## config.mk

```make
export PLATFORM = sky130hd
export DESIGN_NAME = mem_rr_arbiter
export DESIGN_NICKNAME = d
export VERILOG_FILES = /design/src/rtl/mem_rr_arbiter.sv
export SDC_FILE = /design/constraint.sdc
export NUM_CORES = 1
export LEC_CHECK = 0
export CAP_MARGIN = 20
export CORE_MARGIN = 10
export CORE_UTILIZATION = 43
export DETAILED_ROUTE_END_ITERATION = 6
export PLACE_DENSITY = 0.9
export SETUP_SLACK_MARGIN = 0.05
export SKIP_LAST_GASP = 1
export SLEW_MARGIN = 0
export SYNTH_ARGS = -nofsm -noshare
export SYNTH_HDL_FRONTEND = slang
export SYNTH_SLANG_ARGS = --single-unit
```

## constraint.sdc

```tcl
create_clock -name clock -period 2.3 [get_ports clock]
set_clock_uncertainty 0.15 [all_clocks]
set_input_delay 0.23 -clock clock [delete_from_list [all_inputs] [get_ports clock]]
set_output_delay 0.23 -clock clock [all_outputs]
set_load 0.1 [all_outputs]
```

## src/rtl/mem_rr_arbiter.sv

```systemverilog
// Three-port round-robin arbiter sharing one memory port; responses are routed back to the owner.
// Optional watchdog abort is compiled in when MEM_ARB_TIMEOUT_EN is defined.
package mem_arb_pkg;
    typedef struct packed {
        logic        mem_valid;
        logic        mem_instr;
        logic [31:0] mem_addr;
        logic [31:0] mem_wdata;
        logic [3:0]  mem_wstrb;
    } mem_in_type;

    typedef struct packed {
        logic        mem_ready;
        logic [31:0] mem_rdata;
    } mem_out_type;

    localparam mem_in_type  init_mem_in  = '0;
    localparam mem_out_type init_mem_out = '0;
endpackage

module mem_rr_arbiter
    import mem_arb_pkg::*;
#(
    parameter int TIMEOUT_CYCLES = 256,
    parameter int CNT_W          = 9
) (
    input  logic        clock,
    input  logic        reset,
    input  mem_in_type  p0_in,
    output mem_out_type p0_out,
    input  mem_in_type  p1_in,
    output mem_out_type p1_out,
    input  mem_in_type  p2_in,
    output mem_out_type p2_out,
    output mem_in_type  mem_in,
    input  mem_out_type mem_out,
    output logic        busy,
    output logic [1:0]  grant_id,
    output logic        timeout_err
);
    typedef enum logic {IDLE, BUSY} state_t;

    state_t      state;
    mem_in_type  pending [3];
    mem_in_type  eff [3];
    logic [1:0]  last;
    logic [1:0]  sel;
    logic [1:0]  c1, c2;
    logic        any_valid;
    logic        done;
    logic        issue;
    logic        abort;
    mem_out_type resp;

    if ((2 ** CNT_W) < TIMEOUT_CYCLES) begin : g_cnt_w_check
        $error("CNT_W too narrow for TIMEOUT_CYCLES");
    end

    function automatic logic [1:0] rr_inc(input logic [1:0] v);
        return (v == 2'd2) ? 2'd0 : v + 2'd1;
    endfunction

`ifdef MEM_ARB_TIMEOUT_EN
    logic [CNT_W-1:0] cnt;

    // Abort fires on the TIMEOUT_CYCLES-th BUSY cycle without a ready; a real ready always wins.
    assign abort = !reset && (state == BUSY) && !mem_out.mem_ready
                   && (cnt == CNT_W'(TIMEOUT_CYCLES - 1));

    always_ff @(posedge clock) begin
        if (reset || issue)
            cnt <= '0;
        else if (state == BUSY && !mem_out.mem_ready)
            cnt <= cnt + 1'b1;
    end
`else
    assign abort = 1'b0;
`endif

    assign timeout_err = abort;
    assign busy        = (state == BUSY);

    // Effective pending set includes this cycle's captures so an idle arbiter issues with zero latency.
    always_comb begin
        eff[0]    = p0_in.mem_valid ? p0_in : pending[0];
        eff[1]    = p1_in.mem_valid ? p1_in : pending[1];
        eff[2]    = p2_in.mem_valid ? p2_in : pending[2];
        done      = !reset && (state == BUSY) && (mem_out.mem_ready || abort);
        any_valid = eff[0].mem_valid || eff[1].mem_valid || eff[2].mem_valid;
        c1        = rr_inc(last);
        c2        = rr_inc(c1);
        if (eff[c1].mem_valid)
            sel = c1;
        else if (eff[c2].mem_valid)
            sel = c2;
        else
            sel = last;
        issue = !reset && any_valid && ((state == IDLE) || done);

        mem_in = init_mem_in;
        if (issue) begin
            mem_in           = eff[sel];
            mem_in.mem_valid = 1'b1;
        end

        resp = mem_out;
        if (abort) begin
            resp.mem_ready = 1'b1;
            resp.mem_rdata = '0;
        end
        p0_out = init_mem_out;
        p1_out = init_mem_out;
        p2_out = init_mem_out;
        if (done) begin
            case (grant_id)
                2'd0:    p0_out = resp;
                2'd1:    p1_out = resp;
                2'd2:    p2_out = resp;
                default: ;
            endcase
        end
    end

    // Captures persist until issued; completion either re-arbitrates immediately or returns to IDLE.
    always_ff @(posedge clock) begin
        if (reset) begin
            state      <= IDLE;
            pending[0] <= init_mem_in;
            pending[1] <= init_mem_in;
            pending[2] <= init_mem_in;
            last       <= 2'd2;
            grant_id   <= 2'd3;
        end else begin
            pending[0] <= eff[0];
            pending[1] <= eff[1];
            pending[2] <= eff[2];
            if (issue) begin
                pending[sel] <= init_mem_in;
                last         <= sel;
                grant_id     <= sel;
                state        <= BUSY;
            end else if (done) begin
                state    <= IDLE;
                grant_id <= 2'd3;
            end
        end
    end
endmodule

```

# ---- Word-level counts from Yosys, hierarchy flattened
# Memories as Yosys holds them, arrays and structs flattened.
# Cells that the tools add are included.
dict set report classes {
  order_cmp 3
  n_bitwise 7
  n_mux 36
  add_sub_neg 2
  n_eq_ne 4
  reduce_logical 10
}
# cell n
set ops {}
lappend ops {{$mux 70} 11}
lappend ops {{$bmux 70 s2} 3}
lappend ops {{$mux 33} 6}
lappend ops {{$mux 69} 2}
lappend ops {{$mux 2} 6}
lappend ops {{$ge 3x3->1 const B} 3}
lappend ops {{$not 2->3} 3}
lappend ops {{$mux 1} 8}
lappend ops {{$eq 2x2->1 const B} 3}
lappend ops {{$add 2x1->2 const B} 2}
lappend ops {{$logic_and 1x1->1} 4}
lappend ops {{$logic_or 1x1->1} 3}
lappend ops {{$or 1x1->1} 3}
lappend ops {{$eq 2x1->1 const B} 1}
lappend ops {{$logic_not 2->1} 1}
lappend ops {{$reduce_bool 2->1} 1}
lappend ops {{$logic_not 1->1} 1}
lappend ops {{$not 1->1} 1}
dict set report word_totals {
  register_bits 5
  word_cells 66
  inputBits 245
  out_inout_bits 173
  mem_count 1
  ramBits 210
}
# name words width rd rd_ports_with_merged_regs write_ports line
set mem_list {}
lappend mem_list {pending 3 70 3 0 4 44} ;# mem_in_type pending [3];

# ---- Depth between registers and ports, before layout
# Gate-level depths: netlist of run 1.
dict set report depth {
  ltp_word 15
  depth_mapped 9
  depth_no_buf 5
}

# ---- Worst setup path before layout of run 1
# No wires, ideal clock.
dict set report synth_timing {
  path_kind {flip-flop to output port}
  start {reg state (netlist: busy)}
  end {out p2_out[0] in the netlist's numbering}
  t_required_ns 1.920
  t_arrival_ns 3.629
  path_buffers 1
  stages_incl_launch_ff 5
  slack_ns -1.709
  cell_sequence {dfxtp_1 > nand2_1 > nor4b_1 > clkbuf_1 > and2_1}
}
# item line
set synth_lines {}
lappend synth_lines {{from (decl)} 43} ;# state_t state;
lappend synth_lines {{from (signal assigned)} 127} ;# state <= IDLE;
lappend synth_lines {{from (signal assigned)} 141} ;# state <= BUSY;
lappend synth_lines {{from (signal assigned)} 143} ;# state <= IDLE;
lappend synth_lines {{to (decl)} 34} ;# output mem_out_type p2_out,

==> results of run 1 <==
## cell families after synthesis
family / share of synthesized area
mux: 0.293
flops: 0.443
simple gates: 0.155
compound gates: 0.0615
other cells: 0.000386
buf+inv: 0.0468
## registers in the layout, summed over array words and instances, names as in the netlist
name / cells
pending: 210
grant_id: 2
last: 2
busy: 1
## through the flow
| stage | setup WS, ns | hold WS (ns) | std cells | util | TNS [ns] |
|---|---|---|---|---|---|
| 6_report | -0.489 | 0.0480 | 1749 | 0.867 | -44.36 |
| 5_1_grt | -0.553 | 0.0728 | 1746 | 0.866 | -52.07 |
| 4_1_cts | -0.468 | 0.0205 | 1716 | 0.849 | -36.87 |
| 3_5_place_dp | -0.259 | 0.338 | 1648 | 0.783 | -33.21 |
| 3_3_place_gp | -0.210 | 0.325 | 1648 | 0.783 | -22.59 |
| 2_1_floorplan | -0.196 | 0.257 | 987 | - | -8.16 |
## power groups by stage
stage | sequential, mW | combinational (mW) | clock [mW]
after floorplan | 4.14 | 2.41 | 0
after global placement | 4.12 | 3.78 | 0
after detailed placement | 4.14 | 3.87 | 0
after CTS | 4.06 | 3.99 | 4.20
after global routing | 4.09 | 4.23 | 4.35
final | 4.08 | 4.10 | 4.18
## how the worst max path moves through the flow
stage / slack [ns] / end / cells past startpoint / start
2_1_floorplan: -0.20 / p1_out[23] / 3 / grant_id[0]$_SDFFE_PP1P_
3_5_place_dp: -0.26 / mem_in[24] / 8 / mem_out[32]
4_1_cts: -0.47 / mem_in[19] / 6 / last[1]$_SDFFE_PP1P_
5_1_grt: -0.55 / mem_in[26] / 8 / pending[0][69]$_SDFF_PP0_
3_3_place_gp: -0.21 / mem_in[30] / 8 / mem_out[32]
6_report: -0.49 / mem_in[29] / 6 / last[1]$_SDFFE_PP1P_
## critical path, delay by kind of cell (launching register included)
kind	cells	cell delay [ns]
AO/OA/AOI/OAI	3	0.77
buffers and inverters	2	0.40
flip-flops	1	0.38
multiplexers	1	0.33
## timing repair
action / in CTS / in global routing
gates cloned: 11 / 10
setup endpoints to repair: 166 / 167
hold buffers: 0 / 0
resized for setup: 56 / 64
setup buffers: 16 / 11
pin swaps: 12 / 10
## final cells by class
class                   instances  share of cell area
multi-input cells             689               0.329
clock inverters                 9             0.00780
inverters                       3            0.000852
diodes                         17             0.00223
repair buffers                503               0.378
well taps                     280              0.0184
clock buffers                  33              0.0375
flip-flops and latches        215               0.226
## synth_stat cells (2+ instances only)
| cell | instances | area (sq um) |
|---|---|---|
| dfxtp_1 | 215 | 4300 |
| nor2_1 | 215 | 807 |
| mux2i_1 | 207 | 2070 |
| and2_1 | 97 | 607 |
| mux2_1 | 69 | 777 |
| o22ai_1 | 69 | 432 |
| buf_2 | 30 | 150 |
| clkbuf_1 | 30 | 113 |
| buf_4 | 12 | 90.1 |
| buf_6 | 8 | 90.1 |
| nand2_1 | 5 | 18.8 |
| o21ai_1 | 3 | 15.0 |
| a21oi_1 | 2 | 10.0 |
| nor4b_1 | 2 | 17.5 |
| o31ai_2 | 2 | 25.0 |
## cell usage in the layout (no fill, tap or decap), types with 2 or more instances in the layout
cell             count
clkdlybuf4s50_1    241
and2_4              95
a21oi_1              2
dfxtp_1            207
nand2_8              2
mux2i_1            207
nor4b_4              2
o22ai_4             69
nand2_1              3
buf_16              11
bufinv_16            4
clkbuf_8             6
buf_6                9
clkbuf_1             2
mux2_2              67
nor4_4               2
nor2_1             215
dfxtp_2              5
clkbuf_16           34
buf_12             190
clkinv_2             4
clkinv_4             2
o31ai_4              3
o21ai_1              3
buf_8                3
diode_2             17
buf_4               39
dfxtp_4              3
mux2_4               2
## routing by layer
layer  vias to the layer above  share of wire  track usage
li1                       4323              -            -
met1                      4824           0.31        0.294
met2                       579           0.52        0.572
met3                       228          0.087       0.0905
met4                         0          0.084        0.213
met5                         -              0            0
==> impl_metrics.ini, run 1 <==
[route]
num_vias = 9954
drt-vias-per-instance = 5.69
drt_pass1_iterations = 5
ant_nets = 0
routed_wl_mm = 50.2
post_drt_wl_per_cell_microns = 28.7
drc = 0
drt-initial-drc-count = 525

[timing]
worst_pin_slew_ns = 0.754
fin_crit_sh = 1.21
finalHoldViolCount = 0
relSlewSlack = 0.498
rsz0062_at_grt = true
worst_slack_ns = -0.489
setup_viol = 168
fin_crit_ns = 2.79
fmax_mhz = 359
maxSlewViolCount = 0

[min_path]
hold_path_depth = 4
hp-start = p2_in[69]
hold_path_end = pending[2][69]$_SDFF_PP0_
min_path_type = input port to register

[pwr]
p_clk_frac = 0.338
p_seq_frac = 0.330
netSwitchingFraction = 0.325
peakVddDrop_mv = 0.624
share_comb_of_total_power = 0.332
finalPower_mw = 12.4
intPower_mw = 8.34
switchingPower_mw = 4.02
p_per_area_nw_per_um2 = 647
power_leakage_nw = 7.76

[synthesis]
async_flop_share = 0
synth_edf_count = 0
ys_ff_latch = 215
synth.avg_cell_area_sq_um = 9.84
synthFlopType = dfxtp_1
synthCells = 987
netlist_area_sq_um = 9710
syn_nets = 1232
ys_seq_area_frac = 0.443
yosysWarnings = 0
synth_cell_types = 36

[final_layout]
seq_area_sq_um = 4320
drive_gt1_frac = 0.386
syn2layout_area_growth_pct = 96.6
nNetsFinal = 1681
final_area_sq_um = 19100
multi_input_area_sq_um = 6280
nFillCells = 944

[placement]
placed_area_sq_um = 17300
io_buffer_count = 416
dpl.hpwl_mm = 33.1
place.gp.congestion = 0.867

[global_routing]
antenna_found_initial = 14
grt_pass1_wl_mm = 69.2
grtUsageTotal = 0.312
grt_pass1_vias = 10800
grt_max_degree = 50
grt.overflow.total = 0

[clock_tree]
htree_levels = 1
path_clk_slew_ns = 0.06
cts-root-buf = clkbuf_16
cts_sinks = 215
clk_latency_ns = 0.51
cts_tree = done
cts_buffers = 24
clock_path_buffers = 3

[floorplanning]
start_util = 0.441
die_h_microns = 170
die_x_microns = 170
design.core.area_sq_um = 22000
num_io_pins = 418
num_rows = 54
die_area_sq_um = 29000

[flow_run]
drv_cap = 0

[setup_path]
worstReg2RegStart = pending[1][69]$_SDFF_PP0_
slowest_stage = a211o_4
rr_endpoint = pending[2][15]$_SDFF_PP0_
path_cells = o21ba_4, a211o_4, buf_12, mux2_2, o22ai_4, buf_12
slowest_delay_ns = 0.44
worstSetupPathType = register to output pin
crit_path_end_kind = output pin
reg2reg_depth = 7
crit_path_start_kind = register
crit_path_frequent_cell = buf_12
regToRegSetupSlack_ns = 0.13
arrival_ns = 2.41
crit_required_ns = 1.92
critPathMaxFanout = 24

[outcome]
status = finished, violations left
violations = negative setup slack
Note: power is estimated with default switching activity, not from simulation.
==> run 2: changes to the inputs <==
MAX_ROUTING_LAYER = met4   (was not set)
==> run 2 against run 1 <==
Critical path type unchanged. Fmax shrank 0.24%. Wire length grew 0.50%. Via count grew 0.15%. Combinational power is essentially flat. Global-route usage grew 0.88 points. The run still ends with negative setup slack left. Non-clock buffer count grew 1. Clock power is essentially flat. Critical path depth is the same. Largest power group unchanged. Sequential cell count is the same. Utilization is the same. Die area is the same. First-iteration DRC count grew 4.8%. Critical endpoint unchanged.
==> impl_metrics.ini, run 2 (synthesis gave the netlist of run 1 again) <==
[final_layout]
top_register = pending
largest_reg_flops = 210
nNetsFinal = 1682
final_cell_mix = clkdlybuf4s50_1, nor2_1, mux2i_1, dfxtp_1, buf_12
multi_input_area_sq_um = 6280
syn2layout_area_growth_pct = 96.6
final_common_cell = clkdlybuf4s50_1
drive_gt1_frac = 0.386
reg_top3 = pending: 210 flops, grant_id: 2 flops, last: 2 flops
final_cells = 1747
nFillCells = 944
seq_area_sq_um = 4320
post-route-util = 0.867

[setup_path]
worstReg2RegStart = last[0]$_SDFFE_PP0P_
critPathMaxFanout = 24
worstSetupPathType = register to output pin
crit_path_start_kind = register
startpoint = last[1]$_SDFFE_PP1P_
slowest_delay_ns = 0.44
slowest_stage = a211o_4
crit_path_end_kind = output pin
crit_path_frequent_cell = buf_12
reg2reg_depth = 8
arrival_ns = 2.42
path_cells = o21ba_4, a211o_4, buf_12, mux2_2, o22ai_4, buf_12
crit_required_ns = 1.92

[clock_tree]
path_clk_slew_ns = 0.06
cts-root-buf = clkbuf_16
cts_sinks = 215
htree_levels = 1
clk_latency_ns = 0.51
cts_buffers = 24
cts_tree = done
clock_path_buffers = 3

[timing]
rsz0062_at_grt = true
worst_pin_slew_ns = 0.774
fin_crit_ns = 2.80
fin_hold_ws_ns = 0.0412
setup_viol = 168
maxSlewViolCount = 0
worst_slack_ns = -0.496
fin_crit_sh = 1.22
relSlewSlack = 0.484
finalHoldViolCount = 0
fmax_mhz = 358
fin_setup_tns_ns = -44.00

[global_routing]
grt_max_degree = 50
grt_pass1_vias = 10800
grt_pass1_wl_mm = 68.9
grtUsageTotal = 0.320
antenna_found_initial = 12
grt.overflow.total = 0

[pwr]
power_leakage_nw = 7.76
peakVddDrop_mv = 0.624
p_per_area_nw_per_um2 = 648

[route]
num_vias = 9969
ant_nets = 0
drt-initial-drc-count = 550
routed_wl_mm = 50.5
drt_pass1_iterations = 5
drt-vias-per-instance = 5.71
post_drt_wl_per_cell_microns = 28.9
drc = 0

[flow_run]
drv_cap = 0

[min_path]
min_path_type = input port to register
hold_path_depth = 4
hp-start = p2_in[69]

[floorplanning]
die_h_microns = 170
num_io_pins = 418
num_rows = 54
die_x_microns = 170
start_util = 0.441
design.core.area_sq_um = 22000
die_area_sq_um = 29000

[placement]
dp_cells = 1648
dpl.hpwl_mm = 33.1
place.gp.congestion = 0.881
io_buffer_count = 416

[outcome]
violations = negative setup slack
status = finished, violations left
run 2: changes by cell type in the layout (fill, tap and decap cells not counted):
cell / change
diode_2: -3
buf_4: +1
run 2: timing repair:
item / CTS / global route
setup endpoints to repair: 166 / 167
cloned: 11 / 10
pin swaps: 12 / 10
endpoints found under the hold margin: 0 / 0
resized for setup: 56 / 64
hold buffers: 0 / 0
setup buffers: 16 / 12
run 2: layout make-up:
class                      count  area share
clock inverter                 9     0.00780
sequential                   215       0.226
antenna                       14     0.00184
inverter                       3    0.000852
tap                          280      0.0184
timing repair buffer         504       0.378
clock buffer                  33      0.0375
multi-input combinational    689       0.329
run 2: stage by stage:
step,setup WS (ns),area [sq um],power (mW)
after global placement,-0.210,17300,7.90
after global routing,-0.551,19100,12.7
after floorplan,-0.196,11000,6.55
after detailed placement,-0.259,17300,8.01
after CTS,-0.468,18700,12.3
final,-0.496,19100,12.4
run 2: final timing paths:
kind | slack [ns] | to
hold / removal | 0.04 | pending[2][69]$_SDFF_PP0_
hold reg to reg | 0.35 | pending[0][51]$_SDFF_PP0_
setup / recovery | -0.50 | mem_in[29]
setup reg to reg | 0.12 | pending[0][16]$_SDFF_PP0_
run 2: routing by layer:
metal  track usage  vias to the layer above  part of all wire
met1         0.297                     4833              0.32
met3        0.0884                      242             0.083
met2         0.566                      570              0.51
met5             -                        -                 0
met4         0.221                        0             0.092
li1              -                     4324                 -
run 2: worst max-delay path: cells and delay by family (launching register included):
family / cells / cell delay (ns)
AO/OA/AOI/OAI: 3 / 0.78
multiplexers: 1 / 0.34
flip-flops: 1 / 0.38
buffers and inverters: 2 / 0.40
run 2: power by group:
| part | switching, mW | total (mW) | internal (mW) |
|---|---|---|---|
| registers | 0.103 | 4.08 | 3.98 |
| logic | 2.35 | 4.11 | 1.75 |
| clock network | 1.56 | 4.18 | 2.61 |
